**src/rtl/result_buf_wr.sv**
```systemverilog
// result_buf_wr: packs 4-bit class results eight per 32-bit word and writes them to the result buffer
module result_buf_wr #(
    parameter int IN_IMG_NUM = 10,
    parameter int ADDR_W = 4
) (
    input  logic              clk_i,
    input  logic              rstn_i,
    input  logic              start_i,
    input  logic              res_valid_i,
    input  logic [3:0]        res_class_i,
    output logic              buf_we_o,
    output logic [ADDR_W-1:0] buf_addr_o,
    output logic [31:0]       buf_wdata_o,
    output logic              busy_o,
    output logic              buf_wr_done
);
    typedef enum logic [1:0] {IDLE, COLLECT, FLUSH, DONE} state_t;
    state_t state, state_nxt;
    logic [7:0] img_cnt;
    logic [31:0] pack;
    logic [31:0] pack_nxt;
    logic [ADDR_W-1:0] addr;
    logic accept;
    logic last_img;
    logic word_end;
    assign accept = state == COLLECT && res_valid_i;
    assign last_img = img_cnt == 8'(IN_IMG_NUM - 1);
    assign word_end = img_cnt[2:0] == 3'd7 || last_img;
    assign pack_nxt = pack | (32'(res_class_i) << {img_cnt[2:0], 2'b00});
    // state register
    always_ff @(posedge clk_i or negedge rstn_i) begin
        if (!rstn_i) state <= IDLE;
        else state <= state_nxt;
    end
    // next-state: the last accepted image ends collection; FLUSH and DONE last one cycle each
    always_comb begin
        state_nxt = state;
        case (state)
            IDLE:    if (start_i) state_nxt = COLLECT;
            COLLECT: if (accept && last_img) state_nxt = FLUSH;
            FLUSH:   state_nxt = DONE;
            default: state_nxt = IDLE;
        endcase
    end
    // packing datapath and registered outputs; a completed word is written the cycle after its last nibble
    always_ff @(posedge clk_i or negedge rstn_i) begin
        if (!rstn_i) begin
            img_cnt     <= '0;
            pack        <= '0;
            addr        <= '0;
            buf_we_o    <= 1'b0;
            buf_addr_o  <= '0;
            buf_wdata_o <= '0;
            busy_o      <= 1'b0;
            buf_wr_done <= 1'b0;
        end else begin
            buf_we_o    <= 1'b0;
            buf_wr_done <= state == FLUSH;
            busy_o      <= state_nxt != IDLE;
            if (state == IDLE && start_i) begin
                img_cnt <= '0;
                pack    <= '0;
                addr    <= '0;
            end else if (accept) begin
                img_cnt <= img_cnt + 8'd1;
                if (word_end) begin
                    buf_we_o    <= 1'b1;
                    buf_wdata_o <= pack_nxt;
                    buf_addr_o  <= addr;
                    addr        <= addr + ADDR_W'(1);
                    pack        <= '0;
                end else begin
                    pack <= pack_nxt;
                end
            end
        end
    end
endmodule

```
**config.mk**
```make
export PLATFORM = sky130hd
export DESIGN_NAME = result_buf_wr
export DESIGN_NICKNAME = d
export VERILOG_FILES = /design/src/rtl/result_buf_wr.sv
export SDC_FILE = /design/constraint.sdc
export NUM_CORES = 1
export LEC_CHECK = 0
export CAP_MARGIN = 20
export CORE_ASPECT_RATIO = 1.4
export CORE_UTILIZATION = 54
export CTS_BUF_LIST = sky130_fd_sc_hd__clkbuf_8
export DETAILED_ROUTE_END_ITERATION = 8
export GPL_TIMING_DRIVEN = 0
export MAX_ROUTING_LAYER = met4
export PLACE_DENSITY_LB_ADDON = 0.12
export SLEW_MARGIN = 5
export SYNTH_ARGS = -nofsm -noshare
export SYNTH_HDL_FRONTEND = slang
export SYNTH_SLANG_ARGS = --single-unit
```
**constraint.sdc**
```tcl
create_clock -name clk_i -period 2.9 [get_ports clk_i]
set_clock_uncertainty 0.1 [all_clocks]
set_input_delay 0.29 -clock clk_i [delete_from_list [all_inputs] [get_ports clk_i]]
set_output_delay 0.29 -clock clk_i [all_outputs]
set_load 0.05 [all_outputs]
```
==> impl_results.md <==
* Status: complete, but fails checks
* Failing checks: design-rule violations
* CTS tree: yes
* TritonRoute pass-1 iters at 6
* Fillcell total at 522
* Worst path arrival time at 2590 ps
* NumNets Final at 425
* CP max stage delay at 510 ps
* Post-DP Area at 4150 sq um
* Row cnt at 34
* Die span in y at 98.8 um
* Syn_area_per_cell at 10.1 sq um
* Cell area after layout at 4330 sq um
* TNS Setup at 0 ps
* Post-place setup slack at 502 ps
* Post-synthesis sequential area ratio at 58.8%
* Initial antenna violation count at 0
* Vias at 2901
* CP Capture Type: flip-flop
* Relative slew slack at 52.6%
* Post-synthesis register bit count at 85
* Largest net degree at the start of global routing at 46
* Final hold vios at 0
* H-tree levels at 3
* Worst hold slack at 329 ps
* Post-Layout Cell Count at 488
* Final wirelength at 8520 um
* Remaining Overflow, GRT at 0
* Clock Pin Slew Worst Setup and Hold Paths at 70 ps
* Tcrit/Tclk final at 83.7%
* Residual DRC at 2
* F_max at 0.412 GHz
* Final min period at 2430 ps
* Clock Tree Root: clkbuf_8
* Final Max Slew Viols at 0
* Chip width at 71.2 um
* Share of cells above drive strength 1 at 9.38%
* Clk sinks at 85
* Placed Cells at 473
* Vias in the first global route at 2921
* Area of the die at 7030 sq um
* Clock Latency Late Sink at 350 ps
* GRT Total Usage at 27.8%
* Vias per cell at 5.94
* Starting density of the core at 57.0%
* LEAKAGE at 1.93 nW
* Slew @ Worst Pin at 710 ps
* Core box area at 6340 sq um
* Worst-case clock buffer depth at 2
* Slowest CP cell: dfrtp_1
* Crit Path Class: reg -> reg
* CTS Buf Count at 9
* Post-synth cell types at 35
* Syn nets at 370
* Mapped cell area at 3620 sq um
* RSZ-0062 raised after global routing: false
* Dpl hpwl at 5840 um
* Final core utilization at 68.3%
* Setup violators final at 0
* First-pass GRT wire length at 14500 um
* Syn Inst Count at 358
* Max_cap viols at 0
* Maximum vdd drop at 0.000813 V
* Initial DRC count at 149
* CP required at 3060 ps
* Yosys warning count at 0
* CP Cell Sequence: ha_1 -> ha_1 -> a41oi_1 -> buf_2 -> clkbuf_1 -> o21ai_0 -> o21ai_0
* Power Total at 5.17 mW
* # resized after CTS at 0
* Num ports at 47
* Gpl congestion at 0.917
* Area growth from synthesis to layout at 19.7%
* Antenna Cells at 0
* Hold WC Path Type: in -> reg
* Antenna-violating nets left at 0
* Final setup margin at 474 ps
* I/O Buffers at 42
* Crit path max fanout at 12
* Power per cell area at 1190 nW/um^2
* Routed length per instance at 17.5 um
* CP startpoint kind: flip-flop
==> layout by cell type (no fill, tap or decap), types with 2 or more instances in the layout <==
master | netlist | routed
dfrtp_1 | 85 | 85
o21ai_0 | 58 | 58
a21oi_1 | 51 | 51
nor2_1 | 41 | 41
clkdlybuf4s50_1 | 0 | 41
clkbuf_1 | 15 | 15
a31oi_1 | 15 | 15
buf_2 | 13 | 13
clkbuf_8 | 0 | 11
o21ai_1 | 10 | 10
nand2_1 | 8 | 8
inv_1 | 4 | 5
nor2b_1 | 5 | 5
nor3b_1 | 4 | 4
clkbuf_2 | 4 | 4
mux2_4 | 4 | 4
xor2_1 | 4 | 4
ha_1 | 4 | 4
nand4_1 | 3 | 3
a41oi_1 | 3 | 3
nand3_1 | 3 | 3
nand3b_1 | 2 | 2
o22ai_1 | 2 | 2
nor3_1 | 2 | 2
and3b_1 | 2 | 2
and3_1 | 2 | 2
nor4_1 | 2 | 2
mux2i_1 | 2 | 2
o211ai_1 | 2 | 2
clkinv_2 | 0 | 2
==> worst max-delay path, delay by kind of cell, from the launching register on <==
kind	cells	cell delay [ps]
compound gates	3	530
fa+ha+maj	2	550
buf+inv	2	630
flops	1	510
==> layer usage <==
layer	track usage (%)	vias to the layer above	routed length, um
met3	4.29	19	391
met4	12.6	0	241
met2	42.9	91	4160
li1	-	1372	-
met5	-	-	0
met1	36.3	1419	3730
==> flip-flops by register name, summed over array words and instances, names as in the netlist <==
| name | cells |
|---|---|
| buf_addr_o | 4 |
| buf_wdata_o | 32 |
| pack | 32 |
| state | 2 |
| addr | 4 |
| buf_we_o | 1 |
| busy_o | 1 |
| buf_wr_done | 1 |
| img_cnt | 8 |
==> Yosys cell counts (all sizes together) <==
library cell,n,share of area (%)
a21boi,1,0.21
a21oi,51,7.1
a31oi,15,2.6
a32o,1,0.28
a41oi,3,0.73
and2,1,0.17
and3,2,0.35
and3b,2,0.48
buf,14,2.1
clkbuf,19,2.1
dfrtp,85,59
ha,4,1.4
inv,4,0.42
mux2,4,1.7
mux2i,2,0.55
nand2,8,0.83
nand2b,1,0.38
nand3,3,0.42
nand3b,2,0.42
nand4,3,0.52
nor2,41,4.3
nor2b,5,0.87
nor3,2,0.28
nor3b,4,0.83
nor4,3,0.69
o211ai,2,0.42
o21ai,68,9.4
o22ai,2,0.35
o31ai,1,0.21
or3b,1,0.24
xor2,4,0.97
==> cells by family (layout without fill, tap and decap cells) <==
group / after synthesis / after routing / share of synthesized area, %
compound gates: 144 / 144 / 21.2
flops: 85 / 85 / 58.8
simple gates: 78 / 78 / 10.7
buf+inv: 37 / 95 / 4.64
mux: 6 / 6 / 2.21
fa+ha+maj: 4 / 4 / 1.38
xor+xnor: 4 / 4 / 0.969
==> power breakdown <==
| part | internal, mW | total [mW] | switching (mW) | leakage, nW |
|---|---|---|---|---|
| registers | 1.63 | 1.91 | 0.276 | 1.11 |
| clock network | 0.343 | 0.727 | 0.385 | 0.0922 |
| logic | 0.823 | 2.53 | 1.71 | 0.724 |
==> cell type report <==
class	instances	area, sq um	area share (%)
buffer	33	153	3.53
sequential	85	2130	49.2
multi-input combinational	236	1320	30.5
tap	72	90.1	2.08
clock inverter	3	13.8	0.318
timing repair buffer	44	455	10.5
clock buffer	11	151	3.50
inverter	4	15.0	0.347
==> worst paths after layout <==
path | depth (start not counted) | end | slack [ps] | from
max reg2reg | 7 | buf_wdata_o[3] | 470 | img_cnt[0]
min | 3 | pack[23] | 330 | res_class_i[3]
min in group asynchronous | 2 | buf_wdata_o[29] | 360 | rstn_i
min reg2reg | 1 | addr[3] | 380 | addr[3]
max in group asynchronous | 3 | pack[12] | 1730 | rstn_i
max | 7 | buf_wdata_o[3] | 470 | img_cnt[0]
==> timing repair <==
| item | 4_1_cts | 5_1_grt |
|---|---|---|
| endpoints found under the hold margin | 40 | 0 |
| buffers inserted | 0 | 0 |
| hold buffers | 1 | 0 |
No activity file was read; power rests on OpenSTA's default activity.
